<file path="config.mk">
export PLATFORM = sky130hd
export DESIGN_NAME = fpu_adder
export DESIGN_NICKNAME = d
export VERILOG_FILES = /design/src/rtl/fpu_adder.sv
export SDC_FILE = /design/constraint.sdc
export NUM_CORES = 1
export LEC_CHECK = 0
export CAP_MARGIN = 20
export CORE_MARGIN = 1
export CORE_UTILIZATION = 30
export DETAILED_ROUTE_END_ITERATION = 12
export REMOVE_ABC_BUFFERS = 1
export SYNTH_ARGS = -nofsm -noshare
export SYNTH_HDL_FRONTEND = slang
export SYNTH_SLANG_ARGS = --single-unit
</file>
<file path="constraint.sdc">
create_clock -name clock_100Khz -period 6.2 [get_ports clock_100Khz]
set_input_delay 1.55 -clock clock_100Khz [delete_from_list [all_inputs] [get_ports clock_100Khz]]
set_output_delay 1.55 -clock clock_100Khz [all_outputs]
set_load 0.01 [all_outputs]
</file>
<file path="src/rtl/fpu_adder.sv">
`default_nettype none
// ============================================================================
// Module   : fpu_adder
// Purpose  : Pipelined IEEE-754 single-precision adder, data_out = A + B.
//            Denormal operands are flushed to signed zero. Results are
//            rounded to nearest, ties to even. One result per cycle, with a
//            fixed three-cycle latency from operand sample to output.
// Ports    : clock_100Khz      system clock, rising-edge active
//            reset             synchronous active-high reset
//            Op_A_in[31:0]     operand A
//            Op_B_in[31:0]     operand B
//            data_out[31:0]    registered sum
//            status_out[3:0]   registered one-hot status
//                              0001 EXACT, 0010 OVERFLOW,
//                              0100 UNDERFLOW, 1000 INEXACT
// Revision : 1.0  initial release
// ============================================================================
module fpu_adder (
    input  logic        clock_100Khz,
    input  logic        reset,
    input  logic [31:0] Op_A_in,
    input  logic [31:0] Op_B_in,
    output logic [31:0] data_out,
    output logic [3:0]  status_out
);

    localparam logic [3:0]  ST_EXACT     = 4'b0001;
    localparam logic [3:0]  ST_OVERFLOW  = 4'b0010;
    localparam logic [3:0]  ST_UNDERFLOW = 4'b0100;
    localparam logic [3:0]  ST_INEXACT   = 4'b1000;
    localparam logic [31:0] QNAN         = 32'h7FC0_0000;
    // From this exponent difference on, the whole smaller significand
    // falls below the round bit and only contributes to sticky.
    localparam logic [7:0]  ALIGN_LIMIT  = 8'd26;

    // ------------------------------------------------------------------
    // Operand registers
    // ------------------------------------------------------------------
    logic        in_vld_q, in_vld_d;
    logic [31:0] op_a_q, op_a_d;
    logic [31:0] op_b_q, op_b_d;

    // ------------------------------------------------------------------
    // Stage 1 registers: unpacked, L = larger magnitude, S = smaller
    // ------------------------------------------------------------------
    logic        s1_vld_q, s1_vld_d;
    logic        s1_sign_q, s1_sign_d;
    logic        s1_sub_q, s1_sub_d;
    logic        s1_zsign_q, s1_zsign_d;
    logic [7:0]  s1_exp_l_q, s1_exp_l_d;
    logic [7:0]  s1_exp_s_q, s1_exp_s_d;
    logic [23:0] s1_sig_l_q, s1_sig_l_d;
    logic [23:0] s1_sig_s_q, s1_sig_s_d;
    logic        s1_spec_q, s1_spec_d;
    logic [31:0] s1_spec_data_q, s1_spec_data_d;

    // ------------------------------------------------------------------
    // Stage 2 registers: aligned sum {carry, hidden, frac[22:0], g, r, s}
    // ------------------------------------------------------------------
    logic        s2_vld_q, s2_vld_d;
    logic        s2_sign_q, s2_sign_d;
    logic        s2_zsign_q, s2_zsign_d;
    logic [7:0]  s2_exp_q, s2_exp_d;
    logic [27:0] s2_sum_q, s2_sum_d;
    logic        s2_spec_q, s2_spec_d;
    logic [31:0] s2_spec_data_q, s2_spec_data_d;

    // ------------------------------------------------------------------
    // Output registers
    // ------------------------------------------------------------------
    logic [31:0] data_out_q, data_out_d;
    logic [3:0]  status_out_q, status_out_d;

    // ------------------------------------------------------------------
    // Operand capture
    // ------------------------------------------------------------------
    always_comb begin
        in_vld_d = 1'b1;
        op_a_d   = Op_A_in;
        op_b_d   = Op_B_in;
    end

    // ------------------------------------------------------------------
    // Stage 1: classify, restore hidden bit, order by magnitude
    // ------------------------------------------------------------------
    logic        w_a_zero, w_b_zero;
    logic        w_a_inf, w_b_inf;
    logic        w_a_nan, w_b_nan;
    logic        w_a_ge;
    logic [23:0] w_a_sig, w_b_sig;
    logic [30:0] w_a_key, w_b_key;

    always_comb begin
        w_a_zero = (op_a_q[30:23] == 8'h00);
        w_b_zero = (op_b_q[30:23] == 8'h00);
        w_a_inf  = (op_a_q[30:23] == 8'hFF) && (op_a_q[22:0] == 23'd0);
        w_b_inf  = (op_b_q[30:23] == 8'hFF) && (op_b_q[22:0] == 23'd0);
        w_a_nan  = (op_a_q[30:23] == 8'hFF) && (op_a_q[22:0] != 23'd0);
        w_b_nan  = (op_b_q[30:23] == 8'hFF) && (op_b_q[22:0] != 23'd0);
        w_a_sig  = w_a_zero ? 24'd0 : {1'b1, op_a_q[22:0]};
        w_b_sig  = w_b_zero ? 24'd0 : {1'b1, op_b_q[22:0]};
        // Exponent:fraction orders magnitudes; denormals compare as zero.
        w_a_key  = w_a_zero ? 31'd0 : op_a_q[30:0];
        w_b_key  = w_b_zero ? 31'd0 : op_b_q[30:0];
        w_a_ge   = (w_a_key >= w_b_key);

        s1_vld_d   = in_vld_q;
        s1_sub_d   = op_a_q[31] ^ op_b_q[31];
        // Sign used whenever the magnitude ends up exactly zero.
        s1_zsign_d = op_a_q[31] & op_b_q[31];

        if (w_a_ge) begin
            s1_sign_d  = op_a_q[31];
            s1_exp_l_d = op_a_q[30:23];
            s1_exp_s_d = op_b_q[30:23];
            s1_sig_l_d = w_a_sig;
            s1_sig_s_d = w_b_sig;
        end else begin
            s1_sign_d  = op_b_q[31];
            s1_exp_l_d = op_b_q[30:23];
            s1_exp_s_d = op_a_q[30:23];
            s1_sig_l_d = w_b_sig;
            s1_sig_s_d = w_a_sig;
        end

        s1_spec_d = w_a_nan | w_b_nan | w_a_inf | w_b_inf;
        if (w_a_nan || w_b_nan || (w_a_inf && w_b_inf && (op_a_q[31] != op_b_q[31]))) begin
            s1_spec_data_d = QNAN;
        end else if (w_a_inf) begin
            s1_spec_data_d = {op_a_q[31], 8'hFF, 23'd0};
        end else begin
            s1_spec_data_d = {op_b_q[31], 8'hFF, 23'd0};
        end
    end

    // ------------------------------------------------------------------
    // Stage 2: align S to L and add or subtract
    // ------------------------------------------------------------------
    logic [7:0]  w_diff;
    logic [49:0] w_shifted;
    logic [26:0] w_s_ext;
    logic [26:0] w_l_ext;

    always_comb begin
        w_diff    = s1_exp_l_q - s1_exp_s_q;
        // 26 zero bits below S catch everything shifted out for diff < 26.
        w_shifted = {s1_sig_s_q, 26'd0} >> w_diff;
        if (w_diff >= ALIGN_LIMIT) begin
            w_s_ext = {26'd0, |s1_sig_s_q};
        end else begin
            w_s_ext = {w_shifted[49:24], |w_shifted[23:0]};
        end
        w_l_ext = {s1_sig_l_q, 3'b000};

        // L >= aligned S, so the subtraction never goes negative.
        if (s1_sub_q) begin
            s2_sum_d = {1'b0, w_l_ext} - {1'b0, w_s_ext};
        end else begin
            s2_sum_d = {1'b0, w_l_ext} + {1'b0, w_s_ext};
        end

        s2_vld_d       = s1_vld_q;
        s2_sign_d      = s1_sign_q;
        s2_zsign_d     = s1_zsign_q;
        s2_exp_d       = s1_exp_l_q;
        s2_spec_d      = s1_spec_q;
        s2_spec_data_d = s1_spec_data_q;
    end

    // ------------------------------------------------------------------
    // Stage 3: normalize, round, classify, pack
    // ------------------------------------------------------------------
    logic [4:0]  w_lzc;
    logic [26:0] w_norm;
    logic [9:0]  w_exp_n;
    logic [9:0]  w_exp_f;
    logic [24:0] w_rnd;
    logic        w_round_up;
    logic        w_inexact;
    logic [22:0] w_frac;

    always_comb begin
        w_lzc = 5'd27;
        for (int i = 0; i < 27; i++) begin
            if (s2_sum_q[i]) begin
                w_lzc = 5'(26 - i);
            end
        end

        if (s2_sum_q[27]) begin
            // Carry out: shift right one, folding the lost bit into sticky.
            w_norm  = {s2_sum_q[27:2], s2_sum_q[1] | s2_sum_q[0]};
            w_exp_n = {2'b00, s2_exp_q} + 10'd1;
        end else begin
            w_norm  = s2_sum_q[26:0] << w_lzc;
            w_exp_n = {2'b00, s2_exp_q} - {5'd0, w_lzc};
        end

        w_inexact  = |w_norm[2:0];
        w_round_up = w_norm[2] & (w_norm[1] | w_norm[0] | w_norm[3]);
        w_rnd      = {1'b0, w_norm[26:3]} + {24'd0, w_round_up};
        // Rounding 1.111..1 up gives 10.000..0: renormalize by one.
        w_exp_f    = w_exp_n + {9'd0, w_rnd[24]};
        w_frac     = w_rnd[24] ? w_rnd[23:1] : w_rnd[22:0];

        data_out_d   = data_out_q;
        status_out_d = status_out_q;
        if (s2_vld_q) begin
            if (s2_spec_q) begin
                data_out_d   = s2_spec_data_q;
                status_out_d = ST_OVERFLOW;
            end else if (s2_sum_q == 28'd0) begin
                data_out_d   = {s2_zsign_q, 31'd0};
                status_out_d = ST_EXACT;
            end else if ($signed(w_exp_f) >= 10'sd255) begin
                data_out_d   = {s2_sign_q, 8'hFF, 23'd0};
                status_out_d = ST_OVERFLOW;
            end else if ($signed(w_exp_f) <= 10'sd0) begin
                data_out_d   = {s2_sign_q, 31'd0};
                status_out_d = ST_UNDERFLOW;
            end else begin
                data_out_d   = {s2_sign_q, w_exp_f[7:0], w_frac};
                status_out_d = w_inexact ? ST_INEXACT : ST_EXACT;
            end
        end
    end

    // ------------------------------------------------------------------
    // Registers
    // ------------------------------------------------------------------
    always_ff @(posedge clock_100Khz) begin
        if (reset) begin
            in_vld_q       <= 1'b0;
            op_a_q         <= 32'd0;
            op_b_q         <= 32'd0;
            s1_vld_q       <= 1'b0;
            s1_sign_q      <= 1'b0;
            s1_sub_q       <= 1'b0;
            s1_zsign_q     <= 1'b0;
            s1_exp_l_q     <= 8'd0;
            s1_exp_s_q     <= 8'd0;
            s1_sig_l_q     <= 24'd0;
            s1_sig_s_q     <= 24'd0;
            s1_spec_q      <= 1'b0;
            s1_spec_data_q <= 32'd0;
            s2_vld_q       <= 1'b0;
            s2_sign_q      <= 1'b0;
            s2_zsign_q     <= 1'b0;
            s2_exp_q       <= 8'd0;
            s2_sum_q       <= 28'd0;
            s2_spec_q      <= 1'b0;
            s2_spec_data_q <= 32'd0;
            data_out_q     <= 32'd0;
            status_out_q   <= 4'd0;
        end else begin
            in_vld_q       <= in_vld_d;
            op_a_q         <= op_a_d;
            op_b_q         <= op_b_d;
            s1_vld_q       <= s1_vld_d;
            s1_sign_q      <= s1_sign_d;
            s1_sub_q       <= s1_sub_d;
            s1_zsign_q     <= s1_zsign_d;
            s1_exp_l_q     <= s1_exp_l_d;
            s1_exp_s_q     <= s1_exp_s_d;
            s1_sig_l_q     <= s1_sig_l_d;
            s1_sig_s_q     <= s1_sig_s_d;
            s1_spec_q      <= s1_spec_d;
            s1_spec_data_q <= s1_spec_data_d;
            s2_vld_q       <= s2_vld_d;
            s2_sign_q      <= s2_sign_d;
            s2_zsign_q     <= s2_zsign_d;
            s2_exp_q       <= s2_exp_d;
            s2_sum_q       <= s2_sum_d;
            s2_spec_q      <= s2_spec_d;
            s2_spec_data_q <= s2_spec_data_d;
            data_out_q     <= data_out_d;
            status_out_q   <= status_out_d;
        end
    end

    assign data_out   = data_out_q;
    assign status_out = status_out_q;

endmodule
`default_nettype wire

</file>
==> results.toml <==
[critical_path]
max_stage_delay_ns = 0.52
startpoint_type = "flip-flop"
crit_slowest_cell = "or4b_4"
crit_type = "flip-flop to flip-flop"
cp.arrival_ns = 6.29
crit_required_ns = 6.66
r2r_cells = 28
reg2reg_to = "data_out[19]"
worst-path-max-fanout = 15
rrSetupSlack_ns = 0.37
end_kind = "flip-flop"
startpoint = "s2_sum_q[23]"
timing.rr.start = "s2_sum_q[23]"

[sta]
fin_crit_sh_pct = 94.03
tightest_slew_ns = 1.138
fin_skew_ns = 0.01256
max_freq_mhz = 171.5
rsz0062_at_grt = "no"
timing.final.crit_period_ns = 5.830
slew_viol_final = 0
hold_viol_final = 0
setup_viol = 0
relSlewSlack_pct = 23.96
fin_tns_setup_ns = 0

[final_layout]
fin_nets = 2417
syn2layout_area_growth_pct = 24.77
drive_gt1_share_pct = 14.30
postLayoutCoreUtil_pct = 38.12
num-fill-cells = 5396

[route]
drt_pass1_iterations = 5
route.detailed.drc = 0
wirelength_mm = 51.92
vias_per_cell = 5.343
highest_layer = "met4"
wl_met2_mm = 25.47
vias = 15750
wl_met3_mm = 1.978
postRouteAntennaNets = 0
wl_per_cell_um = 17.62
routedLengthMet1_mm = 22.51
drt-initial-drc-count = 1244

[floorplanning]
start_util_pct = 30.55
die_area_um2 = 53590
num_io_pins = 102
core_region_area_um2 = 51720
fp.dieW_um = 231.5
num_rows = 83
die_y_um = 231.5

[global_routing]
grt_max_degree = 97
grt_pass1_vias = 15310
antenna_found_initial = 0
grtUsageTotal_pct = 19.00
grt_pass1_wl_mm = 82.39
grt_overflow = 0

[synth]
yosysWarnings = 0
async_flop_share_pct = 0
yosys.area.top_type_share_pct = 27.37
synth_edf_count = 0
syn_inst = 2080
seq_area_frac_synth_pct = 27.37
yosys.area.top_type = "dfxtp_1"
yosys.cell_types.count = 96
postSynthAreaPerCell_um2 = 7.596
synth_flop_cell = "dfxtp_1"
ys_top_cells_by_area = "dfxtp_1, ha_1, nand2_1"
synth_area_um2 = 15800
ys_ff_latch = 216

[worst_hold_path]
hold_end = "s2_spec_q"
hp-class = "flip-flop to flip-flop"
hold_start = "s1_spec_q"
hold_depth = 1

[cts]
root_buffer = "clkbuf_16"
clkTransAtPathRegs_ns = 0.06
insertion_delay_ns = 0.56
htree_levels = 1
cts_tree = "yes"
numCtsBuffers = 25
clock-sinks = 216
clk_path_buf_depth = 3

[pwr]
power_uw = 6854
p_leak_uw = 0.007938
ir_drop_uv = 218.9
power_density_nw_per_um2 = 347.7

[placed_design]
post-dp-hpwl_mm = 40.92
place.gp.congestion = 0.9636
port_buffers = 101

[flow_run]
drv_cap = 0

[outcome]
outcome = "finished, final reports clean"
-- routing by layer --
| layer | global-route usage (%) | up-vias |
|---|---|---|
| li1 | - | 7775 |
| met1 | 23.19 | 7438 |
| met2 | 34.28 | 438 |
| met3 | 1.759 | 95 |
| met4 | 6.995 | 0 |
| met5 | 0 | - |
-- registers in the layout (all words and copies together) (netlist names), 3 cells and up --
register	cells
data_out	32
op_a_q	32
op_b_q	32
s2_sum_q	28
s1_sig_l_q	24
s1_sig_s_q	24
s1_exp_l_q	8
s1_exp_s_q	8
s2_exp_q	8
status_out	4
s1_spec_data_q	3
s2_spec_data_q	3
-- cells in the mapped netlist, drive strengths merged, types with 12 or more instances --
cell    number
nand2b      32
a21oi      101
dfxtp      216
o22ai       19
nor3        68
nand2      247
o21ai      144
buf         35
nor2b       98
or3         15
a211oi      26
nand3      106
inv         87
o31ai       23
a31oi       21
ha          98
and2        28
o21a        12
o211ai      14
nand4       24
mux4        19
nor4        35
xnor2       47
xor2        16
nor2       200
mux2        12
clkbuf      97
mux2i       53
-- cells in the final DEF, fill, tap and decap left out, types with 14 or more instances in the layout --
| cell | synthesis | routed |
|---|---|---|
| buf_4 | 1 | 163 |
| nand3_1 | 105 | 105 |
| nor2b_1 | 98 | 97 |
| dfxtp_1 | 216 | 215 |
| mux4_2 | 19 | 19 |
| o211ai_1 | 14 | 14 |
| nor3_1 | 67 | 63 |
| clkdlybuf4s50_1 | 0 | 100 |
| xnor2_1 | 47 | 44 |
| clkbuf_16 | 0 | 25 |
| inv_1 | 85 | 85 |
| nand2_1 | 245 | 242 |
| ha_1 | 98 | 98 |
| o31ai_1 | 23 | 20 |
| nand4_1 | 24 | 24 |
| nor2_1 | 200 | 197 |
| mux2i_1 | 53 | 53 |
| and2_1 | 28 | 27 |
| o22ai_1 | 19 | 19 |
| nand2b_1 | 32 | 32 |
| a21oi_1 | 100 | 95 |
| a31oi_1 | 21 | 20 |
| nor4_1 | 33 | 30 |
| a211oi_1 | 26 | 24 |
| xor2_1 | 16 | 15 |
| o21ai_0 | 143 | 136 |
-- what timing repair did --
action                     4_1_cts  5_1_grt
hold buffers                     0        0
setup endpoints to repair       16       40
pin swaps                        0        8
gates resized for setup          5       61
setup buffers                    1        4
cloned                           0        1
-- final cells by class --
type | instances | area, um2 | share of cell area [%]
Inverter | 89 | 334.1 | 1.695
Tap cell | 680 | 850.8 | 4.316
Clock inverter | 15 | 231.5 | 1.174
Multi-Input combinational cell | 1644 | 10920 | 55.37
Sequential cell | 216 | 4325 | 21.94
Timing Repair Buffer | 274 | 2396 | 12.15
Clock buffer | 28 | 656.9 | 3.332
Antenna cell | 1 | 2.502 | 0.01269
-- power breakdown --
group / leakage, uW / switching (uW) / internal, uW / total [uW]
sequential: 0.00178 / 103 / 1490 / 1590
clock: 0.000432 / 611 / 973 / 1580
combinational: 0.00573 / 2130 / 1550 / 3680
-- cells by family after synthesis --
kind of cell | count (synthesis) | synth area share (%)
mux | 84 | 6.945
flops | 216 | 27.37
xor+xnor | 63 | 3.492
compound gates | 488 | 20.18
simple gates | 907 | 28.36
fa+ha+maj | 101 | 8.141
buf+inv | 221 | 5.512
-- critical path: cells and delay by family (launching register included) --
kind                     cells  cell delay [ns]
AND/OR/NAND/NOR             13             2.61
AO/OA/AOI/OAI                8             1.60
buffers and inverters        4             0.53
adder cells (fa/ha/maj)      2             0.36
multiplexers                 1             0.32
flip-flops                   1             0.31
-- worst max-delay path by stage --
stage              endpoint  slack (ns)
5_1_grt        s2_sum_q[26]       0.008
4_1_cts        data_out[19]       0.005
3_5_place_dp   data_out[29]       -0.13
3_3_place_gp   data_out[27]       -0.02
6_report       data_out[19]        0.37
2_1_floorplan  data_out[12]       -1.80
-- through the flow --
stage          hold slack, ns  instances  instance area [um2]  setup slack (ns)
3_3_place_gp           0.4159       2897                18510          -0.02441
5_1_grt                0.4515       2946                19710          0.008257
3_5_place_dp           0.4285       2897                18510           -0.1275
4_1_cts                0.4347       2941                19420          0.004669
2_1_floorplan          0.4138       1948                15260            -1.800
6_report               0.4315       2947                19710            0.3699
Power figures use the tool's default switching activity.
